**src/rtl/seg_pkg.sv**
```systemverilog
// Shared definitions for the seven-segment scan controller: FSM state
// encoding, digit-buffer entry layout and the inactive levels of the
// active-low display pins.
package seg_pkg;

    typedef enum logic [1:0] {
        IDLE  = 2'd0,
        BLANK = 2'd1,
        ON    = 2'd2
    } scan_state_t;

    // Digit buffer entry: {dp, blank, hex[3:0]}
    localparam int ENTRY_W   = 6;
    localparam int HEX_W     = 4;
    localparam int DP_BIT    = 5;
    localparam int BLANK_BIT = 4;
    localparam int HEX_LSB   = 0;

    // Everything on the display is active-low, so "off" is all ones.
    localparam logic [6:0] SEG_OFF = 7'h7F;
    localparam logic [7:0] AN_OFF  = 8'hFF;

    // Entry value loaded into every buffer slot on reset: blank, no dp.
    localparam logic [ENTRY_W-1:0] ENTRY_BLANK = 6'b010000;

    function automatic int max_int(input int a, input int b);
        return (a > b) ? a : b;
    endfunction

endpackage

```
**src/rtl/seg_hex_decoder.sv**
```systemverilog
// Combinational hex digit to seven-segment pattern decoder.
// Output order is {g,f,e,d,c,b,a}, active-low (0 = segment lit).
module seg_hex_decoder (
    input  logic [3:0] i_hex,
    output logic [6:0] o_seg
);

    // Standard 0-F glyphs, lower-case b and d so they differ from 8 and 0.
    always_comb begin
        o_seg = 7'h7F;
        case (i_hex)
            4'h0: o_seg = 7'b1000000;
            4'h1: o_seg = 7'b1111001;
            4'h2: o_seg = 7'b0100100;
            4'h3: o_seg = 7'b0110000;
            4'h4: o_seg = 7'b0011001;
            4'h5: o_seg = 7'b0010010;
            4'h6: o_seg = 7'b0000010;
            4'h7: o_seg = 7'b1111000;
            4'h8: o_seg = 7'b0000000;
            4'h9: o_seg = 7'b0010000;
            4'hA: o_seg = 7'b0001000;
            4'hB: o_seg = 7'b0000011;
            4'hC: o_seg = 7'b1000110;
            4'hD: o_seg = 7'b0100001;
            4'hE: o_seg = 7'b0000110;
            4'hF: o_seg = 7'b0001110;
            default: o_seg = 7'h7F;
        endcase
    end

endmodule

```
**src/rtl/seg_scan_ctrl.sv**
```systemverilog
// Time-multiplexed scan controller for an 8-digit common-anode
// seven-segment display. Digits are lit one at a time, separated by an
// all-off blanking gap to avoid ghosting. The lit digit's buffer entry is
// copied into a shadow register when its window opens, so buffer writes
// never disturb a window already in progress.
// Optional build macro SEG_DIM_EN adds a 4-bit PWM brightness input.
module seg_scan_ctrl
    import seg_pkg::*;
#(
    parameter int N_DIGITS     = 8,
    parameter int ON_CYCLES    = 100000,
    parameter int BLANK_CYCLES = 1000
) (
    input  logic                sys_clk,
    input  logic                sys_rst,
    input  logic                wr_en,
    input  logic [2:0]          wr_addr,
    input  logic [ENTRY_W-1:0]  wr_data,
    input  logic [N_DIGITS-1:0] digit_en,
`ifdef SEG_DIM_EN
    input  logic [3:0]          dim_level,
`endif
    output logic [N_DIGITS-1:0] AN,
    output logic [6:0]          seg,
    output logic                DP,
    output logic                frame_tick
);

    localparam int IDX_W = $clog2(N_DIGITS);
    localparam int CNT_W = $clog2(max_int(ON_CYCLES, BLANK_CYCLES));

    localparam logic [CNT_W-1:0] ON_LAST    = CNT_W'(ON_CYCLES - 1);
    localparam logic [CNT_W-1:0] BLANK_LAST = CNT_W'(BLANK_CYCLES - 1);

    scan_state_t         r_state;
    logic [CNT_W-1:0]    r_cnt;
    logic [IDX_W-1:0]    r_cur_digit;
    logic                r_first;
    logic [ENTRY_W-1:0]  r_shadow;
    logic [ENTRY_W-1:0]  r_buf [N_DIGITS];
`ifdef SEG_DIM_EN
    logic [3:0]          r_pwm;
    logic [3:0]          w_pwm_next;
`endif

    logic [IDX_W-1:0]    w_start;
    logic [N_DIGITS-1:0] w_rot;
    logic                w_found;
    logic [IDX_W-1:0]    w_offset;
    logic [IDX_W-1:0]    w_sel;
    logic                w_wrap;
    logic                w_load;
    logic [ENTRY_W-1:0]  w_entry;
    logic [IDX_W-1:0]    w_an_idx;
    logic [N_DIGITS-1:0] w_an_lit;
    logic [6:0]          w_dec;
    logic [6:0]          w_seg_lit;
    logic                w_dp_lit;

    // Digit buffer: one register per digit, written from upstream in any state.
    genvar gi;
    generate
        for (gi = 0; gi < N_DIGITS; gi++) begin : g_buf
            // Blank on reset, overwrite on a write strobe addressed here.
            always_ff @(posedge sys_clk or posedge sys_rst) begin
                if (sys_rst) begin
                    r_buf[gi] <= ENTRY_BLANK;
                end else if (wr_en && (wr_addr == IDX_W'(gi))) begin
                    r_buf[gi] <= wr_data;
                end
            end
        end
    endgenerate

    // Next-digit search: rotate the enable mask so bit 0 is the first
    // candidate, then take the lowest set bit. The first selection after
    // reset or IDLE starts at digit 0 inclusive; otherwise just past the
    // current digit, wrapping naturally through the 3-bit index.
    assign w_start = r_first ? '0 : (r_cur_digit + IDX_W'(1));

    generate
        for (gi = 0; gi < N_DIGITS; gi++) begin : g_rot
            assign w_rot[gi] = digit_en[w_start + IDX_W'(gi)];
        end
    endgenerate

    // Lowest set bit of the rotated mask gives the distance to the next digit.
    always_comb begin
        w_found  = 1'b0;
        w_offset = '0;
        for (int i = N_DIGITS - 1; i >= 0; i--) begin
            if (w_rot[i]) begin
                w_found  = 1'b1;
                w_offset = IDX_W'(i);
            end
        end
    end

    assign w_sel  = w_start + w_offset;
    // A selection at or below the previous digit means the scan wrapped.
    assign w_wrap = !r_first && (w_sel <= r_cur_digit);
    assign w_load = (r_state == BLANK) && (r_cnt == BLANK_LAST) && w_found;

    // Outputs are registered, so the lit pattern is decoded from the entry
    // that the shadow will hold in the next cycle. On the load edge that is
    // the buffer's current (pre-write) content, matching what gets latched.
    assign w_entry  = w_load ? r_buf[w_sel] : r_shadow;
    assign w_an_idx = w_load ? w_sel : r_cur_digit;
    assign w_an_lit = ~(N_DIGITS'(1) << w_an_idx);

    seg_hex_decoder u_dec (
        .i_hex (w_entry[HEX_LSB +: HEX_W]),
        .o_seg (w_dec)
    );

    assign w_seg_lit = w_entry[BLANK_BIT] ? SEG_OFF : w_dec;
    assign w_dp_lit  = w_entry[BLANK_BIT] ? 1'b1 : ~w_entry[DP_BIT];

`ifdef SEG_DIM_EN
    assign w_pwm_next = r_pwm + 4'd1;
`endif

    // Scan FSM with registered pin drivers: BLANK gap, ON window, IDLE when nothing is enabled.
    always_ff @(posedge sys_clk or posedge sys_rst) begin
        if (sys_rst) begin
            r_state     <= BLANK;
            r_cnt       <= '0;
            r_cur_digit <= '0;
            r_first     <= 1'b1;
            r_shadow    <= ENTRY_BLANK;
            AN          <= AN_OFF;
            seg         <= SEG_OFF;
            DP          <= 1'b1;
            frame_tick  <= 1'b0;
`ifdef SEG_DIM_EN
            r_pwm       <= '0;
`endif
        end else begin
            frame_tick <= 1'b0;
            case (r_state)
                IDLE: begin
                    AN  <= AN_OFF;
                    seg <= SEG_OFF;
                    DP  <= 1'b1;
                    if (|digit_en) begin
                        r_state <= BLANK;
                        r_cnt   <= '0;
                        r_first <= 1'b1;
                    end
                end

                BLANK: begin
                    if (r_cnt == BLANK_LAST) begin
                        r_cnt <= '0;
                        if (w_found) begin
                            r_state     <= ON;
                            r_cur_digit <= w_sel;
                            r_shadow    <= r_buf[w_sel];
                            r_first     <= 1'b0;
                            frame_tick  <= w_wrap;
                            AN          <= w_an_lit;
                            seg         <= w_seg_lit;
                            DP          <= w_dp_lit;
`ifdef SEG_DIM_EN
                            r_pwm       <= '0;
`endif
                        end else begin
                            r_state <= IDLE;
                            AN      <= AN_OFF;
                            seg     <= SEG_OFF;
                            DP      <= 1'b1;
                        end
                    end else begin
                        r_cnt <= r_cnt + CNT_W'(1);
                        AN    <= AN_OFF;
                        seg   <= SEG_OFF;
                        DP    <= 1'b1;
                    end
                end

                ON: begin
                    if (r_cnt == ON_LAST) begin
                        r_state <= BLANK;
                        r_cnt   <= '0;
                        AN      <= AN_OFF;
                        seg     <= SEG_OFF;
                        DP      <= 1'b1;
                    end else begin
                        r_cnt <= r_cnt + CNT_W'(1);
`ifdef SEG_DIM_EN
                        // Anode and segments only driven in the PWM on-phase.
                        r_pwm <= w_pwm_next;
                        if (w_pwm_next <= dim_level) begin
                            AN  <= w_an_lit;
                            seg <= w_seg_lit;
                            DP  <= w_dp_lit;
                        end else begin
                            AN  <= AN_OFF;
                            seg <= SEG_OFF;
                            DP  <= 1'b1;
                        end
`else
                        AN  <= w_an_lit;
                        seg <= w_seg_lit;
                        DP  <= w_dp_lit;
`endif
                    end
                end

                default: begin
                    r_state <= BLANK;
                    r_cnt   <= '0;
                    r_first <= 1'b1;
                    AN      <= AN_OFF;
                    seg     <= SEG_OFF;
                    DP      <= 1'b1;
                end
            endcase
        end
    end

endmodule

```
**config.mk**
```make
export PLATFORM = sky130hd
export DESIGN_NAME = seg_scan_ctrl
export DESIGN_NICKNAME = d
export VERILOG_FILES = /design/src/rtl/seg_pkg.sv /design/src/rtl/seg_hex_decoder.sv /design/src/rtl/seg_scan_ctrl.sv
export SDC_FILE = /design/constraint.sdc
export NUM_CORES = 1
export LEC_CHECK = 0
export BUFFER_PORTS_ARGS = -buffer_cell sky130_fd_sc_hd__buf_4
export CAP_MARGIN = 30
export CORE_MARGIN = 2
export CORE_UTILIZATION = 48
export DETAILED_ROUTE_END_ITERATION = 8
export PLACE_DENSITY = 0.7
export SETUP_SLACK_MARGIN = 0.02
export SLEW_MARGIN = 20
export SYNTH_ARGS = -nofsm -noshare
export SYNTH_HDL_FRONTEND = slang
export SYNTH_SLANG_ARGS = --single-unit
```
**constraint.sdc**
```tcl
create_clock -name sys_clk -period 11.4 [get_ports sys_clk]
set_input_delay 0.57 -clock sys_clk [delete_from_list [all_inputs] [get_ports sys_clk]]
set_output_delay 0.57 -clock sys_clk [all_outputs]
set_load 0.02 [all_outputs]
```
==> results of run 1 <==
==> path summary, 6_finish.rpt <==
| kind | to |
|---|---|
| setup reg to reg | seg[3] |
| max in group asynchronous | r_buf[8] |
| hold reg to reg | r_state[0] |
| hold / removal | r_cnt[10] |
| setup / recovery | seg[3] |
| min in group sys_clk | r_state[0] |
==> state kept, by name (all words and copies together), names as in the netlist <==
signal       count
r_shadow         6
AN               8
frame_tick       1
r_state          2
r_first          1
r_cur_digit      3
seg              7
r_buf           48
DP               1
r_cnt           17
==> cells in the final DEF, fill, tap and decap left out, drive strengths merged, types with 15 or more instances in the layout <==
cell and count:
inv 22, a21oi 22, o21ai 60, nand2 59
dfrtp 67, nor3 15, buf 44, mux2 55
dfstp 27, nor2 31, nand3 28, ha 15
==> worst max-delay path, cell delays in order, from the launching register on <==
cell and delay, ns:
dfrtp_1 0.59, ha_1 0.49, nor2b_1 0.51, inv_1 0.10, ha_1 0.24, inv_1 0.07
a21oi_1 0.05, a2111oi_1 0.59, o32ai_2 0.23, a311oi_4 0.51, nand2b_1 0.19, nand2_1 0.07
fa_1 0.42, xnor2_1 0.40, nand2_1 0.11, a21oi_1 0.47, o32ai_1 0.15, o21ai_1 0.44
buf_2 0.31, mux2_2 0.35, mux2i_1 0.18, nand2_1 0.08, a21oi_1 0.17
==> power by group through the flow <==
stage / Combinational (mW) / Sequential, mW / Clock (mW)
finish: 0.129 / 0.405 / 0.303
global route: 0.142 / 0.410 / 0.322
CTS: 0.129 / 0.404 / 0.305
detailed placement: 0.129 / 0.410 / 0
global placement: 0.125 / 0.407 / 0
floorplan: 0.0996 / 0.398 / 0
==> final cells by class <==
cell class,instances,area [um2]
Tap cell,147,184
Multi-Input combinational cell,444,3280
Clock inverter,3,43.8
Fill cell,1063,5450
Inverter,23,92.6
Sequential cell,94,2390
Timing Repair Buffer,45,328
Clock buffer,13,250
==> kinds of logic (layout without fill, tap and decap cells) <==
family	Yosys count	count (layout)	synth area share (%)
muxes	77	77	16.8
AOI/OAI and AO/OA	145	145	16.5
adders and majority gates	16	16	3.53
and+or+nand+nor	196	196	17.2
DFF	94	94	40.5
buffers and inverters	51	84	3.74
xor gates and xnor gates	10	10	1.72
==> through the flow <==
stage	instances	util, %	total power [mW]	cell area (um2)	setup slack (ns)
after detailed placement	750	52.1	0.539	6260	4.46
after CTS	766	54.5	0.839	6550	4.39
after floorplan	589	-	0.498	5890	5.48
final	769	54.7	0.836	6570	4.58
after global routing	769	54.7	0.873	6570	4.03
after global placement	749	52.1	0.532	6250	4.66
==> per-layer routing <==
metal | vias to the layer above | global-route usage, %
met5 | - | 0
met4 | 0 | 6.59
met3 | 14 | 3.48
met2 | 121 | 35.0
met1 | 2349 | 30.4
li1 | 2234 | -
==> run_results.csv, run 1 <==
group,metric,value,unit
critical_path,end_kind,"flop",
synthesis,synth_cell_types,81,
critical_path,critPathKind,"reg -> reg",
critical_path,rrSetupSlack,4.58,ns
sta,maxSlewHeadroom,47.2,%
critical_path,crit_start,"r_cur_digit[0]",
drt,via_per_inst,6.14,
clock_tree,cts_buffers,9,
drt,wl_met1,6310,um
power_and_ir_drop,internal_power,0.623,mW
drt,routed_wl,13500,um
drt,wl_per_cell,17.5,um
drt,ant_nets,0,
finish,nets,653,
power_and_ir_drop,p_leak,2.69,nW
drt,wl_met2,6470,um
synthesis,synth-edff-count,0,
run,max_cap_violations,0,
place,dp_hpwl,9840,um
floorplanning,start_util,49.0,%
power_and_ir_drop,power.density,127,nW/um2
floorplanning,coreArea,12000,um2
sta,worst_pin_slew,0.792,ns
status,outcome,"completed",
synthesis,yosysSeqAreaShare,40.5,%
place,port_buffers,36,
global_routing,first_global_vias,4548,
synthesis,synth.top_cells.by_count,"dfrtp_1 (67), nand2_1 (58), o21ai_0 (50)",
global_routing,grt_pass1_wl,22800,um
drt,highest_layer,"met4",
sta,fmax,147,MHz
drt,drt_iter0_markers,420,
clock_tree,clk_pin_slew_worst_paths,0.07,ns
critical_path,critPathLaunchType,"flop",
synthesis,synth_area,5890,um2
drt,drcViolationCount,0,
sta,hold-worst-slack,0.267,ns
critical_path,crit_fanout,15,
finish,drive_gt1_share,26.7,%
min_path,hold_path.class,"in -> async",
global_routing,grt_max_degree,63,
clock_tree,post_cts_buffers,0,
synthesis,syn_nets,625,
floorplanning,top_level_ports,37,
synthesis,yosys.area.top_type_share,28.5,%
synthesis,ys_warn_count,0,
drt,vias,4718,
clock_tree,cts_max_path_buffers,2,
synthesis,synth_area_leaders,"dfrtp_1 (28%), dfstp_2 (12%), mux2_2 (9.4%), o21ai_0 (4.2%), mux4_2 (4.2%)",
clock_tree,ctsResizeCount,0,
clock_tree,worstSkewPairLatency,0.34,ns
finish,area_growth,11.5,%
power_and_ir_drop,combPwrFrac,15.4,%
sta,slew_viol_final,0,
sta,rsz0062_at_grt,"false",
critical_path,required,11.66,ns
power_and_ir_drop,p_switching,0.214,mW
floorplanning,num_rows,40,
sta,setup-tns-final,0,ns
sta,finalHoldViolations,0,
clock_tree,root_buffer,"clkbuf_16",
finish,n_antenna_cell,0,
synthesis,synth_ff_type,"dfrtp_1",
synthesis,yosys.area.top_type,"dfrtp_1",
drt,wl_met3,552,um
floorplanning,die_area,13200,um2
power_and_ir_drop,sw_frac_of_total,25.6,%
sta,fin_skew,0.0110,ns
synthesis,async_flop_share,100,%
power_and_ir_drop,p_seq_share,48.4,%
sta,finalSetupViolCount,0,
floorplanning,die_w,115,um
clock_tree,holdBufCountCts,0,
critical_path,r2r_start,"r_cur_digit[0]",
synthesis,syn_inst,589,
floorplanning,die_height,115,um
sta,fin_crit_sh,59.9,%
synthesis,synth_seq_cells,94,
sta,min_period,6.82,ns
clock_tree,htreeDepth,3,
synthesis,avgSynthCellArea,10.0,um2
power_and_ir_drop,clkPwrFrac,36.2,%
critical_path,cp.arrival,7.09,ns
drt,first_pass_iters,5,
power_and_ir_drop,irDropWorstVdd,0.000100,V
global_routing,antenna_found_initial,0,
global_routing,track_usage,21.7,%
global_routing,grt_overflow,0,
clock_tree,tritoncts,"done",
place,finalWeightedCongestion,0.898,
critical_path,reg2reg_depth,22,
clock_tree,clkSinkCount,94,
synthesis,synth_most_common_cell,"dfrtp_1",
Note: power is estimated with default switching activity, not from simulation.
==> run 2, diff against run 1 <==
--- a/config.mk
+++ b/config.mk
@@ -5,6 +5,7 @@
 export SDC_FILE = /design/constraint.sdc
 export NUM_CORES = 1
 export LEC_CHECK = 0
+export ABC_AREA = 1
 export BUFFER_PORTS_ARGS = -buffer_cell sky130_fd_sc_hd__buf_4
 export CAP_MARGIN = 30
 export CORE_MARGIN = 2
==> constraint.sdc (replaced) <==
create_clock -name sys_clk -period 7 [get_ports sys_clk]
set_input_delay 0.35 -clock sys_clk [delete_from_list [all_inputs] [get_ports sys_clk]]
set_output_delay 0.35 -clock sys_clk [all_outputs]
set_load 0.02 [all_outputs]
==> run_results.csv, run 2 <==
group,metric,value,unit
status,outcome,"complete, but fails checks",
status,violations,"negative hold slack",
drt,wl_per_cell,14.8,um
finish,largest_reg_flops,48,
critical_path,required,7.26,ns
drt,drcViolationCount,0,
synthesis,synth_cell_types,43,
critical_path,critPathKind,"reg -> reg",
sta,slew_viol_final,0,
finish,reg_top3,"r_buf: 48 flops, r_cnt: 17 flops, AN: 8 flops",
synthesis,synth-edff-count,0,
global_routing,grt_overflow,0,
synthesis,synth_area,5910,um2
synthesis,synth_xor_area_share,1.04,%
sta,fin_crit_sh,69.2,%
critical_path,crit_fanout,17,
critical_path,cp.arrival,5.11,ns
power_and_ir_drop,power.density,308,nW/um2
clock_tree,htreeDepth,3,
floorplanning,die_w,115,um
power_and_ir_drop,power.total,2.00,mW
drt,via_per_inst,5.52,
synthesis,synth_compound_area_share,10.3,%
clock_tree,root_buffer,"clkbuf_16",
global_routing,grt_pass1_wl,24500,um
clock_tree,clk_pin_slew_worst_paths,0.06,ns
synthesis,synth_area_leaders,"dfrtp_1 (28%), nand2_1 (14%), dfstp_2 (12%), nand3_1 (8.4%), o21ai_0 (6.8%)",
synthesis,yosysSeqAreaShare,40.4,%
global_routing,grt_max_degree,68,
place,postPlaceCellArea,6180,um2
drt,vias,5361,
sta,hold-worst-slack,-0.00405,ns
power_and_ir_drop,irDropWorstVdd,0.000188,V
clock_tree,worstSkewPairLatency,0.36,ns
global_routing,antenna_found_initial,0,
synthesis,syn_nets,831,
synthesis,async_flop_share,100,%
synthesis,synth_seq_cells,94,
floorplanning,top_level_ports,37,
clock_tree,holdBufCountCts,0,
floorplanning,die_height,115,um
clock_tree,ctsResizeCount,0,
synthesis,ys_warn_count,0,
power_and_ir_drop,p_leak,3.04,nW
synthesis,synth-adder-area-share,3.51,%
drt,ant_nets,0,
run,max_cap_violations,0,
sta,finalHoldViolations,3,
critical_path,end_kind,"flop",
synthesis,yosys.area_share.simple,35.3,%
synthesis,avgSynthCellArea,7.43,um2
drt,first_pass_iters,5,
sta,finalSetupViolCount,0,
synthesis,synth_most_common_cell,"nand2_1",
finish,area_growth,9.89,%
clock_tree,cts_max_path_buffers,2,
global_routing,first_global_vias,5189,
critical_path,crit_start,"r_cur_digit[0]",
clock_tree,cts_buffers,9,
place,placed_cells,956,
finish,nets,856,
sta,setup-tns-final,0,ns
synthesis,synth.top_cells.by_count,"nand2_1 (219), nand3_1 (99), inv_1 (85)",
finish,layout_commonest_cell,"nand2_1",
finish,post-route-util,54.1,%
place,dp_hpwl,10600,um
finish,fin_area,6490,um2
finish,n_antenna_cell,0,
synthesis,yosys.area.top_type_share,28.4,%
floorplanning,num_rows,40,
clock_tree,post_cts_buffers,0,
min_path,hold_path.class,"in -> async",
floorplanning,start_util,49.2,%
sta,maxSlewHeadroom,44.8,%
synthesis,yosys-mux-area-fraction,0,%
critical_path,critPathLaunchType,"flop",
synthesis,yosys.area.top_type,"dfrtp_1",
clock_tree,tritoncts,"done",
critical_path,endpoint,"seg[0]",
critical_path,r2r_start,"r_cur_digit[0]",
sta,worst_pin_slew,0.828,ns
synthesis,synth_top_family_by_area,"simple AND/OR/NAND/NOR gates",
sta,fin_skew,0.00663,ns
finish,drive_gt1_share,14.8,%
place,finalWeightedCongestion,0.956,
global_routing,track_usage,23.3,%
critical_path,cp_slowest_cell,"fa_1",
critical_path,rrSetupSlack,2.16,ns
finish,final_cells,972,
critical_path,reg2reg_to,"seg[0]",
drt,routed_wl,14400,um
sta,fmax,206,MHz
sta,rsz0062_at_grt,"false",
floorplanning,die_area,13200,um2
place,port_buffers,36,
clock_tree,clkSinkCount,94,
critical_path,slowest_delay,0.87,ns
drt,drt_iter0_markers,471,
critical_path,critPathMostFrequentCell,"nand2_1",
synthesis,syn_inst,795,
critical_path,reg2reg_depth,28,
finish,top_register,"r_buf",
synthesis,synth_ff_type,"dfrtp_1",
floorplanning,coreArea,12000,um2
finish,final_cell_mix,"nand2_1 (219), nand3_1 (99), inv_1 (84)",
sta,min_period,4.84,ns
-- run 2: worst max-delay path: cells and delay by family, from the launching register on --
family,cells,cell delay [ns]
simple gates,19,1.82
buf+inv,4,0.60
compound gates,1,0.08
flops,1,0.46
fa+ha+maj,4,1.78
-- run 2: cell type report --
cell class	instances	area [um2]
inverters	91	343
clock buffers	14	308
clock inverters	2	10.0
flip-flops and latches	94	2390
repair buffers	40	300
multi-input cells	584	2960
well taps	147	184
fillers	1174	5520
-- run 2: cell families (layout without fill, tap and decap cells) --
logic type               count (synthesis)  count (layout)
AO/OA/AOI/OAI                          116             116
XOR/XNOR                                 7               7
adder cells (fa/ha/maj)                 16              16
buffers and inverters                  117             147
flip-flops                              94              94
AND/OR/NAND/NOR                        445             445
-- run 2: worst min-delay path by stage --
stage	startpoint	end	slack [ns]	depth (start not counted)
finish	sys_rst	r_buf[30]	-0.004	2
global route	sys_rst	r_buf[30]	0.02	2
CTS	sys_rst	r_buf[24]	0.01	2
detailed placement	sys_rst	r_buf[24]	0.39	2
global placement	sys_rst	r_shadow[2]	0.39	2
floorplan	r_buf[12]	r_buf[12]	0.44	2
-- run 2: metal layers --
layer	track usage, %	wire length [um]	up-vias
li1	-	-	2669
met1	29.7	6510	2521
met2	38.9	6930	132
met3	4.53	551	39
met4	9.40	416	0
met5	0	0	-
-- run 2: where the power goes --
part           total (mW)  internal, mW  switching (mW)
clock network       0.515         0.305           0.211
logic               0.740         0.249           0.491
registers           0.743         0.693          0.0499
total                2.00          1.25           0.752
-- run 2: per-stage QoR --
step / worst slack, ns / hold slack (ns)
after floorplan: 2.87 / 0.444
after global placement: 2.42 / 0.386
after detailed placement: 2.22 / 0.395
after CTS: 2.19 / 0.0126
after global routing: 1.68 / 0.0245
final: 2.16 / -0.00405
